==> config.mk <==
export PLATFORM = sky130hd
export DESIGN_NAME = alu_issue_stage_flat
export DESIGN_NICKNAME = d
export VERILOG_FILES = /design/src/rtl/alu_issue_stage_if.sv /design/src/rtl/alu_issue_stage.sv /design/src/flat_wrapper.sv
export SDC_FILE = /design/constraint.sdc
export NUM_CORES = 1
export LEC_CHECK = 0
export ABC_AREA = 1
export BUFFER_PORTS_ARGS = -buffer_cell sky130_fd_sc_hd__buf_4
export CORE_MARGIN = 1.5
export CORE_UTILIZATION = 42
export CTS_CLUSTER_SIZE = 40
export DETAILED_ROUTE_END_ITERATION = 8
export PLACE_DENSITY_LB_ADDON = 0.25
export SYNTH_ARGS = -nofsm -noshare
export SYNTH_HDL_FRONTEND = slang
export SYNTH_SLANG_ARGS = --single-unit
==> constraint.sdc <==
create_clock -name clk -period 1.45 [get_ports clk]
set_input_delay 0.145 -clock clk [delete_from_list [all_inputs] [get_ports clk]]
set_output_delay 0.145 -clock clk [all_outputs]
set_load 0.01 [all_outputs]
==> src/rtl/alu_issue_stage_if.sv <==
// ----------------------------------------------------------------------------
// alu_issue_stage_if
// Handshake and data bundle between register read, the issue stage and the
// ALU/execute side.
//   slave  : view taken by alu_issue_stage (consumes instructions, drives ALU op)
//   master : view taken by the environment around the stage
// Signals:
//   in_valid_in / in_ready_out        upstream valid/ready
//   instr_in, pc_in, rs1/rs2_data_in  instruction word, its PC, operand data
//   out_valid_out / out_ready_in      downstream valid/ready
//   alu_ctrl_out, alu_a_out/b_out     ALU operation code and operands
//   rd_out, illegal_out, ill_cnt_out  destination, illegal flag, illegal count
// ----------------------------------------------------------------------------
interface alu_issue_stage_if #(
    parameter int ARCH      = 32,
    parameter int ILL_CNT_W = 8
);
    logic                  in_valid_in;
    logic                  in_ready_out;
    logic [31:0]           instr_in;
    logic [ARCH-1:0]       pc_in;
    logic [ARCH-1:0]       rs1_data_in;
    logic [ARCH-1:0]       rs2_data_in;
    logic                  out_valid_out;
    logic                  out_ready_in;
    logic [3:0]            alu_ctrl_out;
    logic [ARCH-1:0]       alu_a_out;
    logic [ARCH-1:0]       alu_b_out;
    logic [4:0]            rd_out;
    logic                  illegal_out;
    logic [ILL_CNT_W-1:0]  ill_cnt_out;

    modport slave (
        input  in_valid_in, instr_in, pc_in, rs1_data_in, rs2_data_in, out_ready_in,
        output in_ready_out, out_valid_out, alu_ctrl_out, alu_a_out, alu_b_out,
               rd_out, illegal_out, ill_cnt_out
    );

    modport master (
        output in_valid_in, instr_in, pc_in, rs1_data_in, rs2_data_in, out_ready_in,
        input  in_ready_out, out_valid_out, alu_ctrl_out, alu_a_out, alu_b_out,
               rd_out, illegal_out, ill_cnt_out
    );
endinterface

==> src/rtl/alu_issue_stage.sv <==
// ----------------------------------------------------------------------------
// alu_issue_stage
// Single-slot decode/issue register between register read and the ALU.
// Decodes RV32I OP, OP-IMM, LUI and AUIPC into an ALU control code plus A/B
// operands, and flags anything else as illegal (still issued, as an ADD of 0+0
// to x0). Valid/ready flow control with a synchronous flush.
// Ports:
//   clk       system clock, rising edge
//   rst_n     asynchronous active-low reset
//   flush_in  kills the held slot and any instruction offered this cycle
//   bus       alu_issue_stage_if.slave (handshakes, operands, decoded op)
// ALU codes: ADD=0 SUB=1 AND=2 OR=3 XOR=4 SLT=5 SLL=6 SLR=7 SAR=8
// ----------------------------------------------------------------------------
module alu_issue_stage #(
    parameter int ILL_CNT_W = 8
) (
    input  logic               clk,
    input  logic               rst_n,
    input  logic               flush_in,
    alu_issue_stage_if.slave   bus
);
    localparam int ARCH = 32;

    localparam logic [3:0] ALU_ADD = 4'd0;
    localparam logic [3:0] ALU_SUB = 4'd1;
    localparam logic [3:0] ALU_AND = 4'd2;
    localparam logic [3:0] ALU_OR  = 4'd3;
    localparam logic [3:0] ALU_XOR = 4'd4;
    localparam logic [3:0] ALU_SLT = 4'd5;
    localparam logic [3:0] ALU_SLL = 4'd6;
    localparam logic [3:0] ALU_SLR = 4'd7;
    localparam logic [3:0] ALU_SAR = 4'd8;

    localparam logic [6:0] OPC_OP    = 7'b0110011;
    localparam logic [6:0] OPC_OPIMM = 7'b0010011;
    localparam logic [6:0] OPC_LUI   = 7'b0110111;
    localparam logic [6:0] OPC_AUIPC = 7'b0010111;

    logic [6:0]            opcode;
    logic [2:0]            funct3;
    logic [6:0]            funct7;
    logic                  f7_zero;
    logic                  f7_alt;
    logic [ARCH-1:0]       imm_i;
    logic [ARCH-1:0]       imm_u;
    logic [ARCH-1:0]       shamt;

    logic [3:0]            dec_ctrl;
    logic [ARCH-1:0]       dec_a;
    logic [ARCH-1:0]       dec_b;
    logic [4:0]            dec_rd;
    logic                  dec_ill;

    logic                  valid_q, valid_d;
    logic [3:0]            ctrl_q, ctrl_d;
    logic [ARCH-1:0]       a_q, a_d;
    logic [ARCH-1:0]       b_q, b_d;
    logic [4:0]            rd_q, rd_d;
    logic                  ill_q, ill_d;
    logic [ILL_CNT_W-1:0]  cnt_q, cnt_d;

    logic                  in_ready;
    logic                  accept;

    // Register indices are resolved upstream; only the data arrives here.
    logic unused_rs_idx;
    assign unused_rs_idx = ^bus.instr_in[19:15];

    assign opcode  = bus.instr_in[6:0];
    assign funct3  = bus.instr_in[14:12];
    assign funct7  = bus.instr_in[31:25];
    assign f7_zero = (funct7 == 7'b0000000);
    assign f7_alt  = (funct7 == 7'b0100000);
    assign imm_i   = {{20{bus.instr_in[31]}}, bus.instr_in[31:20]};
    assign imm_u   = {bus.instr_in[31:12], 12'b0};
    assign shamt   = {27'b0, bus.instr_in[24:20]};

    always_comb begin
        dec_ctrl = ALU_ADD;
        dec_a    = '0;
        dec_b    = '0;
        dec_ill  = 1'b0;
        unique case (opcode)
            OPC_OP: begin
                dec_a = bus.rs1_data_in;
                dec_b = bus.rs2_data_in;
                unique case (funct3)
                    3'b000: begin
                        if (f7_zero)     dec_ctrl = ALU_ADD;
                        else if (f7_alt) dec_ctrl = ALU_SUB;
                        else             dec_ill  = 1'b1;
                    end
                    3'b001: begin dec_ctrl = ALU_SLL; dec_ill = !f7_zero; end
                    3'b010: begin dec_ctrl = ALU_SLT; dec_ill = !f7_zero; end
                    3'b011: dec_ill = 1'b1;
                    3'b100: begin dec_ctrl = ALU_XOR; dec_ill = !f7_zero; end
                    3'b101: begin
                        if (f7_zero)     dec_ctrl = ALU_SLR;
                        else if (f7_alt) dec_ctrl = ALU_SAR;
                        else             dec_ill  = 1'b1;
                    end
                    3'b110: begin dec_ctrl = ALU_OR;  dec_ill = !f7_zero; end
                    default: begin dec_ctrl = ALU_AND; dec_ill = !f7_zero; end
                endcase
            end
            OPC_OPIMM: begin
                dec_a = bus.rs1_data_in;
                dec_b = imm_i;
                unique case (funct3)
                    3'b000: dec_ctrl = ALU_ADD;
                    3'b001: begin
                        dec_b    = shamt;
                        dec_ctrl = ALU_SLL;
                        dec_ill  = !f7_zero;
                    end
                    3'b010: dec_ctrl = ALU_SLT;
                    3'b011: dec_ill  = 1'b1;
                    3'b100: dec_ctrl = ALU_XOR;
                    3'b101: begin
                        dec_b = shamt;
                        if (f7_zero)     dec_ctrl = ALU_SLR;
                        else if (f7_alt) dec_ctrl = ALU_SAR;
                        else             dec_ill  = 1'b1;
                    end
                    3'b110: dec_ctrl = ALU_OR;
                    default: dec_ctrl = ALU_AND;
                endcase
            end
            OPC_LUI: begin
                dec_b = imm_u;
            end
            OPC_AUIPC: begin
                dec_a = bus.pc_in;
                dec_b = imm_u;
            end
            default: dec_ill = 1'b1;
        endcase

        // Illegal slots are issued as a harmless ADD 0+0 to x0.
        dec_rd = bus.instr_in[11:7];
        if (dec_ill) begin
            dec_ctrl = ALU_ADD;
            dec_a    = '0;
            dec_b    = '0;
            dec_rd   = '0;
        end
    end

    assign in_ready = !valid_q || bus.out_ready_in;
    assign accept   = bus.in_valid_in && in_ready;

    always_comb begin
        valid_d = valid_q;
        ctrl_d  = ctrl_q;
        a_d     = a_q;
        b_d     = b_q;
        rd_d    = rd_q;
        ill_d   = ill_q;
        cnt_d   = cnt_q;
        if (flush_in) begin
            valid_d = 1'b0;
        end else if (accept) begin
            valid_d = 1'b1;
            ctrl_d  = dec_ctrl;
            a_d     = dec_a;
            b_d     = dec_b;
            rd_d    = dec_rd;
            ill_d   = dec_ill;
            if (dec_ill && (cnt_q != '1)) begin
                cnt_d = cnt_q + ILL_CNT_W'(1);
            end
        end else if (bus.out_ready_in) begin
            valid_d = 1'b0;
        end
    end

    always_ff @(posedge clk or negedge rst_n) begin
        if (!rst_n) begin
            valid_q <= 1'b0;
            ctrl_q  <= '0;
            a_q     <= '0;
            b_q     <= '0;
            rd_q    <= '0;
            ill_q   <= 1'b0;
            cnt_q   <= '0;
        end else begin
            valid_q <= valid_d;
            ctrl_q  <= ctrl_d;
            a_q     <= a_d;
            b_q     <= b_d;
            rd_q    <= rd_d;
            ill_q   <= ill_d;
            cnt_q   <= cnt_d;
        end
    end

    assign bus.in_ready_out  = in_ready;
    assign bus.out_valid_out = valid_q;
    assign bus.alu_ctrl_out  = ctrl_q;
    assign bus.alu_a_out     = a_q;
    assign bus.alu_b_out     = b_q;
    assign bus.rd_out        = rd_q;
    assign bus.illegal_out   = ill_q;
    assign bus.ill_cnt_out   = cnt_q;
endmodule

==> src/flat_wrapper.sv <==
// flat-port wrapper written by rule: the top's interface ports become plain ports
module alu_issue_stage_flat 
#(
    parameter int ILL_CNT_W = 8
)
  (clk, rst_n, flush_in, bus_in_valid_in, bus_instr_in, bus_pc_in, bus_rs1_data_in, bus_rs2_data_in, bus_out_ready_in, bus_in_ready_out, bus_out_valid_out, bus_alu_ctrl_out, bus_alu_a_out, bus_alu_b_out, bus_rd_out, bus_illegal_out, bus_ill_cnt_out);
  alu_issue_stage_if #(.ARCH(32), .ILL_CNT_W(ILL_CNT_W)) bus_i ();
  input  logic clk;
  input  logic rst_n;
  input  logic flush_in;
  input wire logic [$bits(bus_i.in_valid_in)-1:0] bus_in_valid_in;
  input wire logic [$bits(bus_i.instr_in)-1:0] bus_instr_in;
  input wire logic [$bits(bus_i.pc_in)-1:0] bus_pc_in;
  input wire logic [$bits(bus_i.rs1_data_in)-1:0] bus_rs1_data_in;
  input wire logic [$bits(bus_i.rs2_data_in)-1:0] bus_rs2_data_in;
  input wire logic [$bits(bus_i.out_ready_in)-1:0] bus_out_ready_in;
  output wire logic [$bits(bus_i.in_ready_out)-1:0] bus_in_ready_out;
  output wire logic [$bits(bus_i.out_valid_out)-1:0] bus_out_valid_out;
  output wire logic [$bits(bus_i.alu_ctrl_out)-1:0] bus_alu_ctrl_out;
  output wire logic [$bits(bus_i.alu_a_out)-1:0] bus_alu_a_out;
  output wire logic [$bits(bus_i.alu_b_out)-1:0] bus_alu_b_out;
  output wire logic [$bits(bus_i.rd_out)-1:0] bus_rd_out;
  output wire logic [$bits(bus_i.illegal_out)-1:0] bus_illegal_out;
  output wire logic [$bits(bus_i.ill_cnt_out)-1:0] bus_ill_cnt_out;
  assign bus_i.in_valid_in = bus_in_valid_in;
  assign bus_i.instr_in = bus_instr_in;
  assign bus_i.pc_in = bus_pc_in;
  assign bus_i.rs1_data_in = bus_rs1_data_in;
  assign bus_i.rs2_data_in = bus_rs2_data_in;
  assign bus_i.out_ready_in = bus_out_ready_in;
  assign bus_in_ready_out = bus_i.in_ready_out;
  assign bus_out_valid_out = bus_i.out_valid_out;
  assign bus_alu_ctrl_out = bus_i.alu_ctrl_out;
  assign bus_alu_a_out = bus_i.alu_a_out;
  assign bus_alu_b_out = bus_i.alu_b_out;
  assign bus_rd_out = bus_i.rd_out;
  assign bus_illegal_out = bus_i.illegal_out;
  assign bus_ill_cnt_out = bus_i.ill_cnt_out;
  alu_issue_stage #(.ILL_CNT_W(ILL_CNT_W)) u_core (.clk(clk), .rst_n(rst_n), .flush_in(flush_in), .bus(bus_i));
endmodule
==> flow_summary.json <==
{
  "status": "finished, violations left",
  "violations": "negative setup slack",
  "cp-end-kind": "flop",
  "path_cells": "nand2_2, nand2_2, nor2_4, inv_6, nor3_4, buf_6, nand2_1, nand2_1, nand2_1, nand2_1",
  "synth-main-ff-cell": "dfrtp_1",
  "grt_pass1_wl_mm": 23.3,
  "hold_violations": 0,
  "hold_end": "u_core.bus.rd_out[2]$_DFFE_PN0P_",
  "yosysUniqueCellTypes": 27,
  "area_delta_synth_final_pct": 55.6,
  "cp_common_cell": "nand2_1",
  "netlist.area_leader.share": 0.466,
  "cts-root-buf": "clkbuf_8",
  "synth_fa_ha_area_frac": 0.00281,
  "required_ps": 1750,
  "arrival_ps": 1770,
  "via_per_inst": 4.97,
  "clockBufferDepth": 2,
  "tns_ps": -204,
  "fin_cells": 1035,
  "wl_per_cell_um": 14.3,
  "rsz0062_at_grt": "yes",
  "cts.clk_slew.worst_paths_ps": 80,
  "antenna_found_initial": 0,
  "vias": 5149,
  "synth_most_common_cell": "nand2_1",
  "die_h_um": 106,
  "cts_max_level": 3,
  "hold_depth": 3,
  "synth_top_family_by_area": "simple AND/OR/NAND/NOR gates",
  "min_path_type": "input port to flop",
  "ant_nets": 0,
  "place_congestion": 0.971,
  "p_leak_uw": 0.00391,
  "setup_viol_count_final": 19,
  "synthTopCellsByCount": "nand2_1, dfrtp_1, nand3_1, o21ai_0, inv_1",
  "crit_fanout": 8,
  "n_antenna_cell": 0,
  "path_class": "flop to flop",
  "synth_compound_area_frac": 0.0601,
  "synth_area_leaders": "dfrtp_1, nand2_1, nand3_1",
  "synth_fp_nets": 779,
  "dp.cells": 1010,
  "clk_latency_ps": 360,
  "dp_hpwl_mm": 11.0,
  "drc": 0,
  "design_area_sq_mm": 0.00694,
  "powerDensity_mw_per_mm2": 739,
  "grt_overflow": 0,
  "final_nets": 1028,
  "vdd_drop_max_v": 0.000479,
  "grt_max_degree": 35,
  "cts_tree": "built",
  "core_sq_mm": 0.0103,
  "synth_area_per_cell_sq_um": 6.91,
  "placed_area_sq_mm": 0.00657,
  "wirelength_mm": 14.8,
  "synth_edf_count": 0,
  "timing.final.ws_setup_ps": -22.4,
  "max_freq_mhz": 679,
  "die-area_sq_mm": 0.0112,
  "r2r_setup_slack_ps": -20,
  "drive_gt1_frac": 0.335,
  "synthMuxAreaShare": 0,
  "io_buffer_count": 216,
  "worstReg2RegEnd": "u_core.bus.alu_a_out[9]$_DFFE_PN0P_",
  "cpMaxStageDelayCell": "dfrtp_1",
  "clock-sinks": 83,
  "drv_slew": 0,
  "first_pass_iters": 5,
  "synthArstFlopShare": 1.00,
  "yosys.area.top_type": "dfrtp_1",
  "row_count": 37,
  "syn-instance-count": 645,
  "slew_headroom": 0.816,
  "synth_xor_area_frac": 0.0118,
  "slowest_delay_ps": 390,
  "r2r-start": "u_core.bus.out_valid_out$_DFFE_PN0P_",
  "yosysSeqAreaShare": 0.466,
  "crit_family": "simple AND/OR/NAND/NOR gates",
  "netlist_area_sq_mm": 0.00446,
  "fin_crit_sh": 1.02,
  "drtIter0Drc": 362,
  "power.total_uw": 5120,
  "ys_ff_latch": 83,
  "worst_pin_slew_ps": 275,
  "grt_usage": 0.261,
  "yosys.area_share.simple": 0.403,
  "grt_pass1_vias": 5000,
  "finalCriticalPeriod_ps": 1470,
  "finalClockSkew_ps": 9.04,
  "io_pins": 217,
  "min_from": "bus_instr_in[9]",
  "synth-warning-count": 0,
  "initial_core_util": 0.432,
  "max_cap_viol_count": 0,
  "cp-start-kind": "flop",
  "critPathBufInv": 2,
  "die_width_um": 106,
  "worst_r2r_path_depth": 10,
  "cts_buffers": 9
}
==> routing by layer <==
metal | GRT usage | up-vias | wire, um
met5 | 0 | - | 0
met4 | 0.0888 | 0 | 267
met3 | 0.0509 | 23 | 1080
met2 | 0.473 | 230 | 7540
met1 | 0.307 | 2382 | 5950
li1 | - | 2514 | -
==> layout by cell type, fill, tap and decap left out, types with 4 or more instances in the layout <==
cell | Yosys | layout
inv_1 | 21 | 21
xor2_1 | 5 | 5
buf_12 | 0 | 8
o21ai_0 | 35 | 34
nand2_2 | 4 | 5
o21ai_1 | 6 | 7
buf_4 | 1 | 255
nand2_1 | 367 | 365
buf_6 | 2 | 4
nand4_1 | 9 | 9
nand3_1 | 48 | 48
clkbuf_8 | 0 | 12
dfrtp_1 | 83 | 83
nor2_1 | 13 | 13
==> kinds of logic (layout without fill, tap and decap cells) <==
kind of cell	Yosys count	in the layout
xor+xnor	6	6
compound gates	49	49
fa+ha+maj	1	1
buf+inv	57	311
simple gates	449	449
flops	83	83
==> worst reg2reg max path, stage by stage, from the launching register on <==
cell and delay (ps):
dfrtp_1 390, nand2_2 80, nand2_2 70, nor2_4 130
inv_6 70, nor3_4 280, buf_6 180, nand2_1 60
nand2_1 60, nand2_1 50, nand2_1 50
==> final cells by class <==
class / count / area, sq um
clock inverter: 4 / 47.5
fill: 902 / 3390
multi-input combinational: 505 / 2180
tap: 136 / 170
inverter: 23 / 91.3
clock buffer: 12 / 165
sequential: 83 / 2080
timing repair buffer: 272 / 2200
==> state kept, by name (all words and copies together), names as in the netlist <==
register and flops:
u_core.bus.alu_b_out 32, u_core.bus.alu_ctrl_out 4, u_core.bus.ill_cnt_out 8, u_core.bus.illegal_out 1, u_core.bus.rd_out 5, u_core.bus.alu_a_out 32
u_core.bus.out_valid_out 1
==> power breakdown <==
part	total (uW)	switching [uW]	internal (uW)
Sequential	2410	42.5	2370
Combinational	956	441	515
Clock	1760	826	931
==> worst max path at each step <==
stage | depth (start not counted) | from | endpoint | slack (ps)
floorplan | 8 | u_core.bus.out_valid_out$_DFFE_PN0P_ | u_core.bus.ill_cnt_out[6]$_DFFE_PN0P_ | -10
global placement | 11 | bus_instr_in[6] | u_core.bus.alu_a_out[29]$_DFFE_PN0P_ | -50
detailed placement | 11 | bus_instr_in[6] | u_core.bus.ill_cnt_out[5]$_DFFE_PN0P_ | -70
CTS | 10 | u_core.bus.out_valid_out$_DFFE_PN0P_ | u_core.bus.alu_a_out[9]$_DFFE_PN0P_ | -20
global route | 10 | u_core.bus.out_valid_out$_DFFE_PN0P_ | u_core.bus.alu_a_out[18]$_DFFE_PN0P_ | -150
finish | 10 | u_core.bus.out_valid_out$_DFFE_PN0P_ | u_core.bus.alu_a_out[9]$_DFFE_PN0P_ | -20
==> metrics by stage <==
step           setup WS (ps)  hold WS, ps   util
4_1_cts                -19.4         37.2  0.665
6_report               -22.4         46.6  0.672
3_3_place_gp           -50.4         19.6  0.637
3_5_place_dp           -72.3         20.7  0.637
5_1_grt                 -148         60.4  0.672
2_1_floorplan          -11.7         -151      -
==> repair_timing <==
item	CTS	global route
resized for setup	7	6
hold buffers	2	0
setup endpoints to repair	28	55
pin swaps	2	2
buffers inserted	4	0
gates cloned	1	2
endpoints found under the hold margin	84	0
Note: power is estimated with default switching activity, not from simulation.
